## config.mk

```make
export PLATFORM = sky130hd
export DESIGN_NAME = mult_rr_arbiter_flat
export DESIGN_NICKNAME = d
export VERILOG_FILES = /design/src/rtl/mult_rr_arbiter_if.sv /design/src/rtl/mult_rr_arbiter.sv /design/src/flat_wrapper.sv
export SDC_FILE = /design/constraint.sdc
export NUM_CORES = 1
export LEC_CHECK = 0
export BUFFER_PORTS_ARGS = -buffer_cell sky130_fd_sc_hd__buf_4
export CAP_MARGIN = 20
export CORE_UTILIZATION = 47
export CTS_CLUSTER_DIAMETER = 30
export DETAILED_ROUTE_END_ITERATION = 8
export PLACE_DENSITY_LB_ADDON = 0.25
export SLEW_MARGIN = 20
export SYNTH_ARGS = -nofsm -noshare
export SYNTH_HDL_FRONTEND = slang
export SYNTH_SLANG_ARGS = --single-unit
```

## constraint.sdc

```tcl
create_clock -name CLOCK -period 5.1 [get_ports CLOCK]
set_clock_uncertainty 0.1 [all_clocks]
set_input_delay 0.255 -clock CLOCK [delete_from_list [all_inputs] [get_ports CLOCK]]
set_output_delay 0.255 -clock CLOCK [all_outputs]
set_load 0.05 [all_outputs]
```

## src/rtl/mult_rr_arbiter_if.sv

```systemverilog
// ----------------------------------------------------------------------------
// mult_rr_arbiter_if
//   Bundles both sides of mult_rr_arbiter: the NREQ client request/result
//   signals and the START/END_MULT handshake towards one shared multiplier.
//   Parameters must match the arbiter instance that binds to it.
//
//   Client side : REQ, A_BUS, B_BUS (to arbiter); GNT, DONE, RESULT, ERR,
//                 BUSY (from arbiter)
//   Multiplier  : M_START, M_A, M_B (from arbiter); M_S, M_END (to arbiter)
//
//   Modports
//     slave  : the arbiter itself
//     master : the environment (clients plus multiplier)
// ----------------------------------------------------------------------------
interface mult_rr_arbiter_if #(
  parameter int tamano = 8,
  parameter int NREQ   = 4
) ();

  logic [NREQ-1:0]        REQ;
  logic [NREQ*tamano-1:0] A_BUS;
  logic [NREQ*tamano-1:0] B_BUS;
  logic [NREQ-1:0]        GNT;
  logic [NREQ-1:0]        DONE;
  logic [2*tamano-1:0]    RESULT;
  logic                   ERR;
  logic                   BUSY;
  logic                   M_START;
  logic [tamano-1:0]      M_A;
  logic [tamano-1:0]      M_B;
  logic [2*tamano-1:0]    M_S;
  logic                   M_END;

  modport slave (
    input  REQ, A_BUS, B_BUS, M_S, M_END,
    output GNT, DONE, RESULT, ERR, BUSY, M_START, M_A, M_B
  );

  modport master (
    output REQ, A_BUS, B_BUS, M_S, M_END,
    input  GNT, DONE, RESULT, ERR, BUSY, M_START, M_A, M_B
  );

endinterface

```

## src/rtl/mult_rr_arbiter.sv

```systemverilog
// ----------------------------------------------------------------------------
// mult_rr_arbiter
//   Shares one START/END_MULT multiplier between NREQ requesters with
//   round-robin arbitration. The granted operands are registered onto M_A/M_B
//   and held until the product is captured; a one-cycle M_START launches the
//   multiplier, M_S is captured on M_END and returned on RESULT together with
//   a one-cycle DONE pulse on the owner's bit.
//
// Parameters
//   tamano   operand width (signed); RESULT is 2*tamano
//   NREQ     number of requesters (>= 2)
//   TIMEOUT  watchdog limit in S_WAIT cycles (only with MULT_TIMEOUT_EN)
//
// Ports
//   CLOCK    rising-edge clock
//   RESET    asynchronous active-low reset
//   bus      mult_rr_arbiter_if.slave (client and multiplier signals)
//
// Build option
//   `define MULT_TIMEOUT_EN  adds the S_WAIT watchdog: after TIMEOUT cycles
//   without M_END the operation ends with DONE[owner], ERR=1, RESULT=0.
//   Without it ERR is constant 0 and S_WAIT waits for M_END indefinitely.
//
// The attached multiplier must take at least two cycles; M_END seen outside
// S_WAIT is ignored.
// ----------------------------------------------------------------------------
module mult_rr_arbiter #(
  parameter int tamano  = 8,
  parameter int NREQ    = 4,
  parameter int TIMEOUT = 64
) (
  input  logic               CLOCK,
  input  logic               RESET,
  mult_rr_arbiter_if.slave   bus
);

  localparam int IDXW = (NREQ > 1) ? $clog2(NREQ) : 1;

  if (NREQ < 2 || TIMEOUT < 1) begin : g_param_check
    $error("mult_rr_arbiter: NREQ must be >= 2 and TIMEOUT >= 1");
  end

  typedef enum logic [1:0] {
    S_IDLE  = 2'd0,
    S_START = 2'd1,
    S_WAIT  = 2'd2
  } state_t;

  state_t              state_q, state_d;
  logic [IDXW-1:0]     ptr_q;      // last granted requester
  logic [IDXW-1:0]     owner_q;    // requester of the operation in flight
  logic [IDXW-1:0]     win_idx;
  logic                win_valid;
  logic                grant;
  logic                capture;
  logic                expire;
  logic [NREQ-1:0]     gnt;
  logic [NREQ-1:0]     done_q;
  logic [2*tamano-1:0] result_q;
  logic [tamano-1:0]   m_a_q, m_b_q;

  // Round-robin search: first set REQ starting just after the last winner.
  always_comb begin
    int idx;
    // NOTE: every variable assigned here gets a value before any condition,
    // so no path leaves it holding its old value (which would infer a latch).
    win_valid = 1'b0;
    win_idx   = '0;
    idx       = 0;
    for (int off = 1; off <= NREQ; off++) begin
      idx = (int'(ptr_q) + off) % NREQ;
      if (!win_valid && bus.REQ[IDXW'(idx)]) begin
        win_valid = 1'b1;
        win_idx   = IDXW'(idx);
      end
    end
  end

  // Next state and combinational outputs. GNT is gated by RESET so that a
  // requester is never told it was granted while the registers are held.
  always_comb begin
    state_d = state_q;
    gnt     = '0;
    grant   = 1'b0;
    capture = 1'b0;
    unique case (state_q)
      S_IDLE: begin
        if (win_valid && RESET) begin
          gnt[win_idx] = 1'b1;
          grant        = 1'b1;
          state_d      = S_START;
        end
      end
      S_START: state_d = S_WAIT;
      S_WAIT: begin
        if (bus.M_END) begin
          capture = 1'b1;
          state_d = S_IDLE;
        end else if (expire) begin
          state_d = S_IDLE;
        end
      end
      default: state_d = S_IDLE;
    endcase
  end

  // NOTE: every register, datapath included, is reset so that RESULT and
  // M_A/M_B read 0 after reset and an aborted operation leaves no trace.
  always_ff @(posedge CLOCK or negedge RESET) begin
    if (!RESET) begin
      state_q  <= S_IDLE;
      ptr_q    <= IDXW'(NREQ - 1);
      owner_q  <= '0;
      m_a_q    <= '0;
      m_b_q    <= '0;
      result_q <= '0;
      done_q   <= '0;
    end else begin
      // NOTE: non-blocking assignments throughout: every register samples
      // pre-edge values, and the later done_q[owner_q] overrides the clear.
      state_q <= state_d;
      done_q  <= '0;
      if (grant) begin
        m_a_q   <= bus.A_BUS[win_idx*tamano +: tamano];
        m_b_q   <= bus.B_BUS[win_idx*tamano +: tamano];
        owner_q <= win_idx;
        ptr_q   <= win_idx;
      end
      if (capture) begin
        result_q        <= bus.M_S;
        done_q[owner_q] <= 1'b1;
      end else if (expire) begin
        result_q        <= '0;
        done_q[owner_q] <= 1'b1;
      end
    end
  end

`ifdef MULT_TIMEOUT_EN
  localparam int WDW = $clog2(TIMEOUT + 1);

  logic [WDW-1:0] wd_q;
  logic           err_q;

  // Counter sits at 0 outside S_WAIT, so it is fresh on every entry. It
  // never passes TIMEOUT-1 because expiry leaves S_WAIT.
  always_ff @(posedge CLOCK or negedge RESET) begin
    if (!RESET) begin
      wd_q  <= '0;
      err_q <= 1'b0;
    end else begin
      err_q <= expire && !bus.M_END;
      if (state_q != S_WAIT) wd_q <= '0;
      else                   wd_q <= wd_q + 1'b1;
    end
  end

  assign expire  = (state_q == S_WAIT) && (wd_q == WDW'(TIMEOUT - 1));
  assign bus.ERR = err_q;
`else
  assign expire  = 1'b0;
  assign bus.ERR = 1'b0;
`endif

  assign bus.GNT     = gnt;
  assign bus.DONE    = done_q;
  assign bus.RESULT  = result_q;
  assign bus.BUSY    = (state_q == S_START) || (state_q == S_WAIT);
  assign bus.M_START = (state_q == S_START);
  assign bus.M_A     = m_a_q;
  assign bus.M_B     = m_b_q;

endmodule

```

## src/flat_wrapper.sv

```systemverilog
// flat-port wrapper written by rule: the top's interface ports become plain ports
module mult_rr_arbiter_flat 
#(
  parameter int tamano  = 8,
  parameter int NREQ    = 4,
  parameter int TIMEOUT = 64
)
  (CLOCK, RESET, bus_REQ, bus_A_BUS, bus_B_BUS, bus_M_S, bus_M_END, bus_GNT, bus_DONE, bus_RESULT, bus_ERR, bus_BUSY, bus_M_START, bus_M_A, bus_M_B);
  mult_rr_arbiter_if #(.tamano(tamano), .NREQ(NREQ)) bus_i ();
  input  logic CLOCK;
  input  logic RESET;
  input wire logic [$bits(bus_i.REQ)-1:0] bus_REQ;
  input wire logic [$bits(bus_i.A_BUS)-1:0] bus_A_BUS;
  input wire logic [$bits(bus_i.B_BUS)-1:0] bus_B_BUS;
  input wire logic [$bits(bus_i.M_S)-1:0] bus_M_S;
  input wire logic [$bits(bus_i.M_END)-1:0] bus_M_END;
  output wire logic [$bits(bus_i.GNT)-1:0] bus_GNT;
  output wire logic [$bits(bus_i.DONE)-1:0] bus_DONE;
  output wire logic [$bits(bus_i.RESULT)-1:0] bus_RESULT;
  output wire logic [$bits(bus_i.ERR)-1:0] bus_ERR;
  output wire logic [$bits(bus_i.BUSY)-1:0] bus_BUSY;
  output wire logic [$bits(bus_i.M_START)-1:0] bus_M_START;
  output wire logic [$bits(bus_i.M_A)-1:0] bus_M_A;
  output wire logic [$bits(bus_i.M_B)-1:0] bus_M_B;
  assign bus_i.REQ = bus_REQ;
  assign bus_i.A_BUS = bus_A_BUS;
  assign bus_i.B_BUS = bus_B_BUS;
  assign bus_i.M_S = bus_M_S;
  assign bus_i.M_END = bus_M_END;
  assign bus_GNT = bus_i.GNT;
  assign bus_DONE = bus_i.DONE;
  assign bus_RESULT = bus_i.RESULT;
  assign bus_ERR = bus_i.ERR;
  assign bus_BUSY = bus_i.BUSY;
  assign bus_M_START = bus_i.M_START;
  assign bus_M_A = bus_i.M_A;
  assign bus_M_B = bus_i.M_B;
  mult_rr_arbiter #(.tamano(tamano), .NREQ(NREQ), .TIMEOUT(TIMEOUT)) u_core (.CLOCK(CLOCK), .RESET(RESET), .bus(bus_i));
endmodule
```

==> results, run 1 <==
- The critical register-to-register path startpoint is u_core.ptr_q[1]$_DFFE_PN1P_.
- The initial utilization of the core area, before any placement, comes to 0.5028.
- The top routing layer in use is met4.
- The number of warning messages in the yosys log is 0.
- The sequential cell area is 0.001054 mm^2.
- The signal on the critical path passes through dlygate4sd3_1 > buf_4 > o41a_1 > and2_1 > o211ai_1 > a2111oi_1 > buf_4.
- STA puts the critical path data arrival time at 3250 ps.
- Setup repair after global routing left no endpoint under its margin.
- In this run the critical register-to-register path is captured at u_core.bus.M_B[7]$_DFFE_PN0P_.
- The switching power share of the total is 0.5041.
- Among all stages on the critical path, the largest delay is contributed by sky130_fd_sc_hd__and2_1.
- The vias per cell is 5.532.
- The clock tree from TritonCTS is built.
- The clock insertion delay at the later pin of the skew report is 290 ps.
- The routed design could run at a clock period as short as 3603 ps.
- Setup violations remaining at the end of the flow were counted as 0.
- The area fraction in and, or, nand and nor cells after synthesis is 0.1201.
- The net count of the finished layout is 415.
- The number of violations reported at the end of detailed-routing iteration 0 is 93.
- The finished layout holds 378 standard cells, fillers aside.
- After filler insertion, the fill cell instance count of the layout stands at 338.
- The count of buffers added on input and output ports is 128.
- Summing all multi-input logic gate instances after layout gives 0.001086 mm^2.
- The setup check on the worst reg-to-reg path leaves a slack of 2480 ps.
- The routed wire length on met3 is 457 um.
- In this run the static leakage power is 1.615 nW.
- The checks that failed: DRC.
- The net switching power of the design is 1.058 mW.
- Yosys mapped the design onto 37 distinct sky130hd cell types.
- The share of the synthesized netlist area taken by xor and xnor gates is 0.
- Measured against the total synthesized area, the mux share comes to 0.1580.
- The via count of the first global-routing pass is 2085.
- The cell count after placement is 369.
- In this run the core area contains 24 standard-cell rows.
- Synthesis handed over a netlist of 202 instances.
- The flip-flop and latch count after synthesis is 42.
- The cell depth of the worst flop-to-flop path is 5.
- The final antenna diode count is 0.
- The top-area cell type share of the netlist area is 0.4449.
- The critical path ends at bus_GNT[2].
- In this run the worst setup path begins at RESET.
- Derived from the worst setup path, the maximum achievable clock frequency is 277.5 MHz.
- Across the run, the number of max-cap violations was 0.
- The wire length the detailed router placed on met1 is 2172 um.
- Dividing the final minimum period by the clock period gives 0.7065.
- The initial antenna violation count is 0.
- The share of total power dissipated in combinational logic is 0.615.
- Across the VDD grid, the largest voltage drop is 0.0002838 V.
- Measured against its own limit, the worst slew margin works out to 0.4570.
- The die area is 0.005067 mm^2.
- Summed over all instances, the cell type with the most area after synthesis is sky130_fd_sc_hd__dfrtp_1.
- The pin count of the biggest net entering global routing is 45.
- The wire length on met2 is 3026 um.
- The count of final max-slew check failures is 0.
- The number of buffers on the longest clock path is 2.
- After detailed routing, the average wire length per cell comes to 15.36 um.
- STA classifies the critical path startpoint as an input port.
- The largest single stage delay on the critical path is 600 ps.
- After global routing the overflow that remains totals 0.
- Compared with the post-synthesis result, the final layout area differs by 46.38%.
- The cell area power density is 637.7 mW/mm^2.
- The final routed DRC violation total is 8.
- The worst min-delay path class is in -> reg.
- Cell internal power was estimated by the tool at 1.041 mW.
- The share of total power in sequential cells is 0.279.
- The fraction of the mapped netlist area in compound gates was 0.1824.
- The routability-driven placement congestion ratio is 0.9305.
- At the pin with the least slew margin, the transition time is 813.6 ps.
- The critical path is of the in -> out type.
- The worst setup path is captured at an output pin.
- The post-DP HPWL is 4346 um.
- The post-route setup TNS is 0 ps.
- 130 I/O pins were placed.
- For the worst setup path, the data required time is 4740 ps.
- Clock-pin slew was measured on the worst setup and hold paths at 80 ps.
- The H-tree generated during clock tree synthesis spans 2 levels.
- The share of final-layout standard cells stronger than drive strength 1 is 0.4969.
- By instance count, the cell type seen most on the critical path is sky130_fd_sc_hd__buf_4.
- Measured along the y axis, the die boundary spans 71.19 um.
- The synthesized netlist net count is 292.
- The share of total power dissipated in the clock network is 0.106.
- The die is 71.19 um wide.
- The final hold violation count is 0.
- Of the total synthesized cell area, the portion taken by full adders, half adders and majority gates is 0.01669.
- Counting the buffers created by CTS gives 5.
- Averaged over all synthesized cells, the footprint is 11.14 um^2.
- The core region is 0.004474 mm^2.
- By area the synthesized netlist is led by sky130_fd_sc_hd__dfrtp_1 (44%), sky130_fd_sc_hd__a211oi_1 (10%), sky130_fd_sc_hd__mux2_2 (8.0%), sky130_fd_sc_hd__mux2i_1 (7.1%), sky130_fd_sc_hd__and3_1 (4.4%).
- The run finished, with violations left.
- Clock tree synthesis found a total of 42 sinks.
- Summing every instance area after synthesis gives 0.002250 mm^2.
- The first global-routing pass estimated 9114 um of wire.
- The register area share after synthesis is 0.4683.
- The via count of the routed design is 2091.
- The first-pass iteration count of the detailed router is 7.
- After detailed routing, the total wire length is 5805 um.
- The combinational family with the most area after synthesis is compound AO/OA/AOI/OAI gates.
- In the global route stage, overall resource usage came out at 0.2321.
- The cell at the root of the clock tree is sky130_fd_sc_hd__clkbuf_8.
- Once detail routing completed, the nets flagged for antenna violations numbered 0.
- The final hold slack is 87.40 ps.
- After clock tree synthesis, the repair step resized 0 gates.
- The largest fanout on the critical path is 44.
[critical path, delay by kind of cell]
family | cells | cell delay (ps)
compound gates | 3 | 1090
buf+inv | 3 | 1290
simple gates | 1 | 600
[cell usage after synthesis (all sizes together)]
| master | number |
|---|---|
| a22oi | 1 |
| a21oi | 2 |
| a21boi | 1 |
| a2111o | 1 |
| mux2i | 16 |
| a211oi | 33 |
| nor2 | 20 |
| o21a | 2 |
| nand2 | 7 |
| dfrtp | 40 |
| a32oi | 1 |
| clkbuf | 6 |
| o41a | 1 |
| nor3 | 2 |
| o21ai | 5 |
| nor2b | 1 |
| o41ai | 1 |
| buf | 7 |
| o211ai | 1 |
| and2 | 2 |
| ha | 3 |
| mux2 | 17 |
| and4 | 1 |
| conb | 1 |
| nor3b | 3 |
| a2111oi | 1 |
| a31oi | 1 |
| nand2b | 1 |
| inv | 6 |
| dfstp | 2 |
| and3 | 16 |
[what timing repair did]
action / CTS / global route
buffers inserted: 0 / 0
hold endpoints to repair: 40 / 0
hold buffers: 1 / 0
[metrics by stage]
| step | utilization | total power [mW] | cell area (um^2) | worst slack [ps] |
|---|---|---|---|---|
| 3_5_place_dp | 0.7111 | 1.889 | 3182 | 2057 |
| 2_1_floorplan | - | 1.534 | 2250 | 1448 |
| 5_1_grt | 0.7360 | 2.206 | 3293 | 1248 |
| 3_3_place_gp | 0.7106 | 1.860 | 3179 | 2043 |
| 6_report | 0.7360 | 2.100 | 3293 | 1497 |
| 4_1_cts | 0.7346 | 2.117 | 3287 | 1473 |
[routing by layer]
metal | global-route usage | vias up
met5 | 0 | -
met4 | 0.09333 | 0
met3 | 0.05983 | 14
met2 | 0.4190 | 97
met1 | 0.2595 | 987
li1 | - | 993
[placed cells by master (no fill, tap or decap), drive strengths merged]
master,instances
mux2,17
o41ai,1
nand2b,1
a21boi,1
inv,6
a21oi,2
a31oi,1
mux2i,16
dfrtp,40
and4,1
and2,2
clkbuf,6
nor2b,1
clkinv,1
nor2,20
dfstp,2
a211oi,33
clkinvlp,1
a32oi,1
o21ai,5
dlygate4sd3,1
conb,1
nor3,2
a2111oi,1
nor3b,3
buf,128
a2111o,1
ha,3
a22oi,1
o41a,1
nand2,7
o211ai,1
and3,16
o21a,2
[flip-flops by register name, indices dropped and copies added, names as in the netlist]
signal	cells
u_core.state_q	2
u_core.bus.M_B	8
u_core.owner_q	2
u_core.bus.M_A	8
u_core.bus.RESULT	16
u_core.ptr_q	2
u_core.bus.DONE	4
[final cells by class]
class	count	share of cell area
Clock buffer	6	0.02508
Clock inverter	2	0.003799
Inverter	6	0.006839
Multi-Input combinational cell	141	0.3298
Sequential cell	42	0.3199
Tap cell	52	0.01976
Timing Repair Buffer	129	0.2948
[power groups by stage]
stage,Combinational [mW],Sequential (mW),Clock (mW)
global placement,1.28,0.584,0
global route,1.36,0.604,0.244
CTS,1.30,0.586,0.231
floorplan,0.504,1.03,0
finish,1.29,0.586,0.223
detailed placement,1.30,0.591,0
[logic make-up after synthesis]
kind of cell             count (synthesis)
AND/OR/NAND/NOR                         53
AO/OA/AOI/OAI                           51
multiplexers                            33
buffers and inverters                   19
other                                    1
adder cells (fa/ha/maj)                  3
flip-flops                              42
[worst min path at each step]
stage,startpoint,end,depth (start not counted)
floorplan,RESET,u_core.bus.DONE[0]$_DFF_PN0_,0
global placement,RESET,u_core.bus.RESULT[9]$_DFFE_PN0P_,1
detailed placement,RESET,u_core.bus.RESULT[9]$_DFFE_PN0P_,1
CTS,bus_M_S[12],u_core.bus.RESULT[12]$_DFFE_PN0P_,2
global route,bus_M_S[12],u_core.bus.RESULT[12]$_DFFE_PN0P_,2
finish,bus_M_S[12],u_core.bus.RESULT[12]$_DFFE_PN0P_,2
No activity file was read; power rests on OpenSTA's default activity.
==> inputs of run 2 (changes only) <==
--- a/config.mk
+++ b/config.mk
@@ -7,7 +7,7 @@
 export LEC_CHECK = 0
 export BUFFER_PORTS_ARGS = -buffer_cell sky130_fd_sc_hd__buf_4
 export CAP_MARGIN = 20
-export CORE_UTILIZATION = 47
+export CORE_UTILIZATION = 40
 export CTS_CLUSTER_DIAMETER = 30
 export DETAILED_ROUTE_END_ITERATION = 8
 export PLACE_DENSITY_LB_ADDON = 0.25
==> constraint.sdc (replaced) <==
create_clock -name CLOCK -period 2.9 [get_ports CLOCK]
set_clock_uncertainty 0.1 [all_clocks]
set_input_delay 0.145 -clock CLOCK [delete_from_list [all_inputs] [get_ports CLOCK]]
set_output_delay 0.145 -clock CLOCK [all_outputs]
set_load 0.05 [all_outputs]
==> results, run 2 (synthesis gave the netlist of run 1 again) <==
- Leaving out fill and tap cells, the most frequent cells in the layout are sky130_fd_sc_hd__buf_4 (133), sky130_fd_sc_hd__dfrtp_1 (40), sky130_fd_sc_hd__a211oi_1 (30).
- The number of gates resized after CTS was 0.
- The largest fanout on the critical path is 8.
- The multi-input logic area is 0.001082 mm^2.
- The layout-stage area growth over the synthesis result is 56.01%.
- For this run the aggregate overflow at the end of global routing stands at 0.
- The analysis attributes to cell leakage a power of 1.707 nW.
- The flow ran to the end, and the final reports show no timing, DRC or antenna violations.
- The worst slew margin relative to its limit is 0.5049.
- The share of the cycle needed by the critical path after routing is 0.8829.
- Once detailed placement completed, the half-perimeter wirelength came to 4319 um.
- At the pin with the least slew margin, the transition time is 740.9 ps.
- The cell at the root of the clock tree is sky130_fd_sc_hd__clkbuf_8.
- The net switching power of the design is 1.880 mW.
- The clock net sink count is 42.
- In the final layout, the share of cells above drive strength 1 is 0.4784.
- The initial antenna violation count is 0.
- The clock tree from TritonCTS is built.
- The die area is 0.005928 mm^2.
- The pre-antenna-repair detailed-routing pass consisted of 4 iterations.
- The worst-case IR drop observed on VDD is 0.0005469 V.
- The net count of the finished layout is 436.
- The count of max-cap constraint violations is 0.
- The average routed wire per standard cell is 14.63 um.
- The proportion of power drawn by combinational gates is 0.619.
- After detailed placement, the total cell area comes to 0.003244 mm^2.
- Setup repair after global routing left no endpoint under its margin.
- The die width is 77.00 um.
- The routability-driven placement congestion ratio is 0.7601.
- The first global-routing pass estimated 9770 um of wire.
- The count of final max-slew check failures is 0.
- In this run the vertical extent of the chip is 77.00 um.
- In the routed design, unresolved DRC markers number 0.
- Counting along the longest clock path gives a buffer depth of 2.
- After floorplanning, the core was divided into 26 placement rows.
- The number of setup buffers added after CTS is 0.
- In this run the power density over the cells is 1067 mW/mm^2.
- STA puts the critical path data required time at 2650 ps.
- Dividing the detail-routed via count by the number of cells gives 5.098.
- The register with the most flip-flops in the layout has 16 of them.
- Entering global routing, the biggest net connects 44 pins.
- The final hold violation count is 0.
- The via count of the first global-routing pass came to 2178.
- The startpoint-to-endpoint class of the critical path is reg -> out.
- The switching power share of the total is 0.5018.
- In this run, the number of DRC markers left after iteration 0 of detailed routing was 30.
- The clock insertion delay at the later pin of the skew report is 290 ps.
- The filler cells instantiated in the layout total 438.
- Data arrives at the worst endpoint at 2320 ps.
- The count of nets left with antenna violations after detail routing is 0.
- In this run the worst hold path is classified as in -> reg.
- CTS built an H-tree with a depth of 2.
- The total detailed-routing wirelength is 6100 um.
- The internal power is 1.866 mW.
- The core region is 0.005270 mm^2.
- The number of port buffers is 128.
- The category of the worst setup path capture point is an output pin.
- The library cell used most frequently in the layout, excluding fill and tap cells, is sky130_fd_sc_hd__buf_4.
- The post-layout minimum cycle time is 2560 ps.
- The clock share of power is 0.105.
- Setup violations remaining at the end of the flow were counted as 0.
- For this run, the total global-route usage over all layers was measured as 0.2104.
- The area of all placed cells without fillers is 0.003510 mm^2.
- STA classifies the critical path startpoint as a flop.
- The sequential cell area is 0.001054 mm^2.
- The maximum clock frequency is 390.6 MHz.
- Buffers inserted during clock tree synthesis total 5.
- The clock-pin slew on the worst setup and hold paths is 80 ps.
- For this configuration, the core starts out at a cell density of 0.4269.
- The share of total power dissipated in sequential elements is 0.276.
- The routed layout has 2126 vias.
- After routing, the total negative slack on setup checks comes to 0 ps.
- The boundary pin count is 130.
- The repair_antennas step left the layout with diodes totalling 0.
-- run 2: critical path: stages (launching register included) --
cell and delay [ps]:
sky130_fd_sc_hd__dfstp_2 660, sky130_fd_sc_hd__mux2_4 340, sky130_fd_sc_hd__a32oi_4 230, sky130_fd_sc_hd__o211ai_1 230, sky130_fd_sc_hd__a2111oi_2 310, sky130_fd_sc_hd__buf_4 260
-- run 2: cell type report --
type	instances	area share
Timing Repair Buffer	150	0.3330
Multi-Input combinational cell	141	0.3084
Sequential cell	42	0.3002
Tap cell	70	0.02496
Clock buffer	6	0.02353
Inverter	6	0.006417
Clock inverter	2	0.003565
-- run 2: routing by layer --
layer  GRT usage  vias to the layer above  share of wire
met3     0.05357                        9          0.080
met2      0.3982                       95           0.51
met5           0                        -              0
li1            -                     1034              -
met4     0.07358                        0          0.014
met1      0.2232                      988           0.39
-- run 2: power groups by stage --
stage	clock [mW]	combinational [mW]	sequential, mW
after floorplan	0	0.891	1.81
after global placement	0	2.28	1.03
after detailed placement	0	2.31	1.04
after CTS	0.403	2.33	1.03
after global routing	0.429	2.45	1.07
final	0.392	2.32	1.03
-- run 2: metrics by stage --
step	setup slack (ps)	power [mW]	util	instances	hold WS, ps
4_1_cts	331.8	3.763	0.6660	417	33.92
3_5_place_dp	561.4	3.348	0.6156	392	178.5
3_3_place_gp	621.2	3.307	0.6156	392	175.4
5_1_grt	220.5	3.953	0.6660	417	27.70
2_1_floorplan	41.69	2.703	-	202	-250.6
6_report	339.5	3.746	0.6660	417	40.04
-- run 2: path summary, 6_finish.rpt --
check | start | to | slack (ps) | depth (start not counted)
setup / recovery | u_core.ptr_q[1]$_DFFE_PN1P_ | bus_GNT[2] | 340 | 5
hold / removal | bus_M_END | u_core.bus.DONE[3]$_DFF_PN0_ | 40 | 2
setup reg to reg | u_core.ptr_q[1]$_DFFE_PN1P_ | u_core.bus.M_B[0]$_DFFE_PN0P_ | 540 | 5
hold reg to reg | u_core.owner_q[0]$_DFFE_PN0P_ | u_core.bus.DONE[2]$_DFF_PN0_ | 400 | 1
max in group asynchronous | RESET | u_core.ptr_q[0]$_DFFE_PN1P_ | 1930 | 3
min in group asynchronous | RESET | u_core.bus.RESULT[12]$_DFFE_PN0P_ | 400 | 3
-- run 2: what timing repair did --
item                       in CTS  in global routing
hold endpoints to repair       56                  0
hold buffers                   17                  0
setup endpoints to repair       0                  0
==> inputs of run 3 (changes only) <==
--- a/config.mk
+++ b/config.mk
@@ -7,6 +7,7 @@
 export LEC_CHECK = 0
 export BUFFER_PORTS_ARGS = -buffer_cell sky130_fd_sc_hd__buf_4
 export CAP_MARGIN = 20
+export CORE_MARGIN = 4
 export CORE_UTILIZATION = 40
 export CTS_CLUSTER_DIAMETER = 30
 export DETAILED_ROUTE_END_ITERATION = 8
==> results, run 3 (synthesis gave the netlist of run 1 again) <==
- For this block, the via count after detailed routing is 2104.
- The count of nets left with antenna violations after detail routing is 0.
- Before antenna repair, the detailed router went through 4 iterations.
- Entering global routing, the biggest net connects 44 pins.
- The worst hold path belongs to the class in -> reg.
- The static leakage power is 1.698 nW.
- The net count of the finished layout is 435.
- The final routed DRC violation total is 0.
- The cell sitting at the root of the clock tree is a sky130_fd_sc_hd__clkbuf_8.
- For this run the aggregate overflow at the end of global routing stands at 0.
- The boundary pin count is 130.
- The run finished with clean final reports.
- The worst reg2reg path endpoint is u_core.bus.M_B[7]$_DFFE_PN0P_.
- Clock-pin slew was measured on the worst setup and hold paths at 70 ps.
- The tool flagged a number of max-cap violations equal to 0.
- The startpoint of the most critical setup path is u_core.ptr_q[1]$_DFFE_PN1P_.
- In the routed layout, each cell is associated on average with a via count of 5.046.
- The total setup violations reported at the end of the flow is 0.
- The floorplan step defined a core boundary enclosing 0.005473 mm^2.
- Dividing the final minimum period by the clock period gives 0.9112.
- The register with the most flip-flops in the layout has 16 of them.
- The number of buffers on the longest clock path is 2.
- The die area is 0.006888 mm^2.
- The data arrival time at the worst-slack endpoint is 2400 ps.
- Power spread over the standard cell area amounts to 1057 mW/mm^2.
- The count of final max-slew check failures is 0.
- The initial antenna violation count is 0.
- The via count of the first global-routing pass is 2195.
- IR analysis of the VDD net gives a maximum drop of 0.0004843 V.
- The routed design has 6334 um of wire.
- The number of buffers inserted during clock tree synthesis is 5.
- STA classifies the critical path endpoint as an output pin.
- The initial utilization of the core area, before any placement, comes to 0.4111.
- The total routing resource utilization after global routing is 0.1873.
- The number of violations reported at the end of detailed-routing iteration 0 is 53.
- Port buffering added 128 buffers.
- The final antenna diode count is 0.
- In this run the register-to-register setup slack is 420 ps.
- The startpoint identified for the worst register-to-register timing path is u_core.ptr_q[1]$_DFFE_PN1P_.
- The floorplan die height is 83.00 um.
- The final hold slack is 43.90 ps.
- Setup repair after global routing left no endpoint under its margin.
- The number of levels in the clock H-tree is 2.
- The post-cts repair resize count is 0.
- The layout-stage area growth over the synthesis result is 55.17%.
- The final hold violation count is 0.
- The clock insertion delay at the later pin of the skew report is 280 ps.
- The worst setup path is launched from a flop.
- The first-pass GRT wire length is 10620 um.
- The count of standard-cell rows is 27.
- In this run the worst path has a maximum fanout of 18.
- Leaving out fill and tap cells, the most frequent cell in the layout is sky130_fd_sc_hd__buf_4.
- In this run the worst setup path terminates at bus_GNT[1].
- After legalization and detailed placement, the total HPWL measured 4686 um.
- The worst slew margin relative to its limit is 0.4868.
- The post-route setup TNS is 0 ps.
- Routability-driven placement finished with a final weighted congestion of 0.7270.
- The startpoint-to-endpoint class of the critical path is reg -> out.
- The clock tree from TritonCTS is built.
- The maximum clock frequency is 378.5 MHz.
- From left edge to right edge, the die measures 83.00 um.
- Leaving out fill and tap cells, the most frequent cells in the layout are sky130_fd_sc_hd__buf_4 (132), sky130_fd_sc_hd__dfrtp_1 (40), sky130_fd_sc_hd__a211oi_1 (30).
- At the pin with the least slew margin, the transition time is 769.0 ps.
- The cell depth of the worst flop-to-flop path is 6.
- The required time at the endpoint of the critical path is 2650 ps.
- The share of final-layout standard cells stronger than drive strength 1 is 0.4783.
- The average routed wire per standard cell is 15.19 um.
- The clock net sink count is 42.
- After layout, the minimum clock period comes to 2642 ps.
run 3: per-stage QoR:
stage          area (um^2)  instances  power (mW)  worst slack, ps  utilization
2_1_floorplan         2255        202       2.703            41.69            -
3_3_place_gp          3239        393       3.307            468.9       0.5919
3_5_place_dp          3242        393       3.347            429.8       0.5924
4_1_cts               3481        416       3.723            256.9       0.6360
5_1_grt               3491        417       3.909            186.1       0.6379
6_report              3491        417       3.690            257.6       0.6379
run 3: routing by layer:
layer  vias up  share of wire  wire length [um]  GRT usage
met5         -              0                 0          0
met4         0          0.012                78    0.04903
met3         7          0.087               548    0.06448
met2       100           0.50              3163     0.3222
met1       968           0.40              2543     0.2231
li1       1029              -                 -          -
run 3: critical path, cell delays in order, from the launching register on:
cell and delay [ps]:
sky130_fd_sc_hd__dfstp_2 650, sky130_fd_sc_hd__mux2_4 330, sky130_fd_sc_hd__a32oi_4 170, sky130_fd_sc_hd__buf_4 240
sky130_fd_sc_hd__and2_4 370, sky130_fd_sc_hd__nor3_1 120, sky130_fd_sc_hd__buf_4 220
run 3: layout make-up:
| class | instances | area [um^2] |
|---|---|---|
| clock buffer | 5 | 68.82 |
| timing repair buffer | 149 | 1161 |
| sequential | 42 | 1054 |
| clock inverter | 2 | 10.01 |
| tap | 72 | 90.09 |
| multi-input combinational | 141 | 1085 |
| inverter | 6 | 22.52 |
| fill | 468 | 1982 |
run 3: worst min-delay path by stage:
stage                                   endpoint  startpoint  cells after the start
2_1_floorplan       u_core.bus.DONE[0]$_DFF_PN0_       RESET                      0
3_3_place_gp   u_core.bus.RESULT[11]$_DFFE_PN0P_       RESET                      2
3_5_place_dp       u_core.bus.M_B[2]$_DFFE_PN0P_       RESET                      2
4_1_cts         u_core.bus.RESULT[5]$_DFFE_PN0P_  bus_M_S[5]                      2
5_1_grt             u_core.bus.DONE[3]$_DFF_PN0_   bus_M_END                      2
6_report            u_core.bus.DONE[3]$_DFF_PN0_   bus_M_END                      2
run 3: what timing repair did:
item | 4_1_cts | 5_1_grt
hold buffers | 16 | 1
endpoints found under the setup margin | 0 | 0
hold endpoints to repair | 55 | 1
buffers inserted | 0 | 0
run 3: power breakdown:
group	total (mW)	switching [mW]	leakage (nW)	internal (mW)
sequential	1.03	0.166	0.493	0.868
combinational	2.31	1.50	1.16	0.804
clock	0.352	0.190	0.0438	0.162
total	3.69	1.86	1.70	1.83
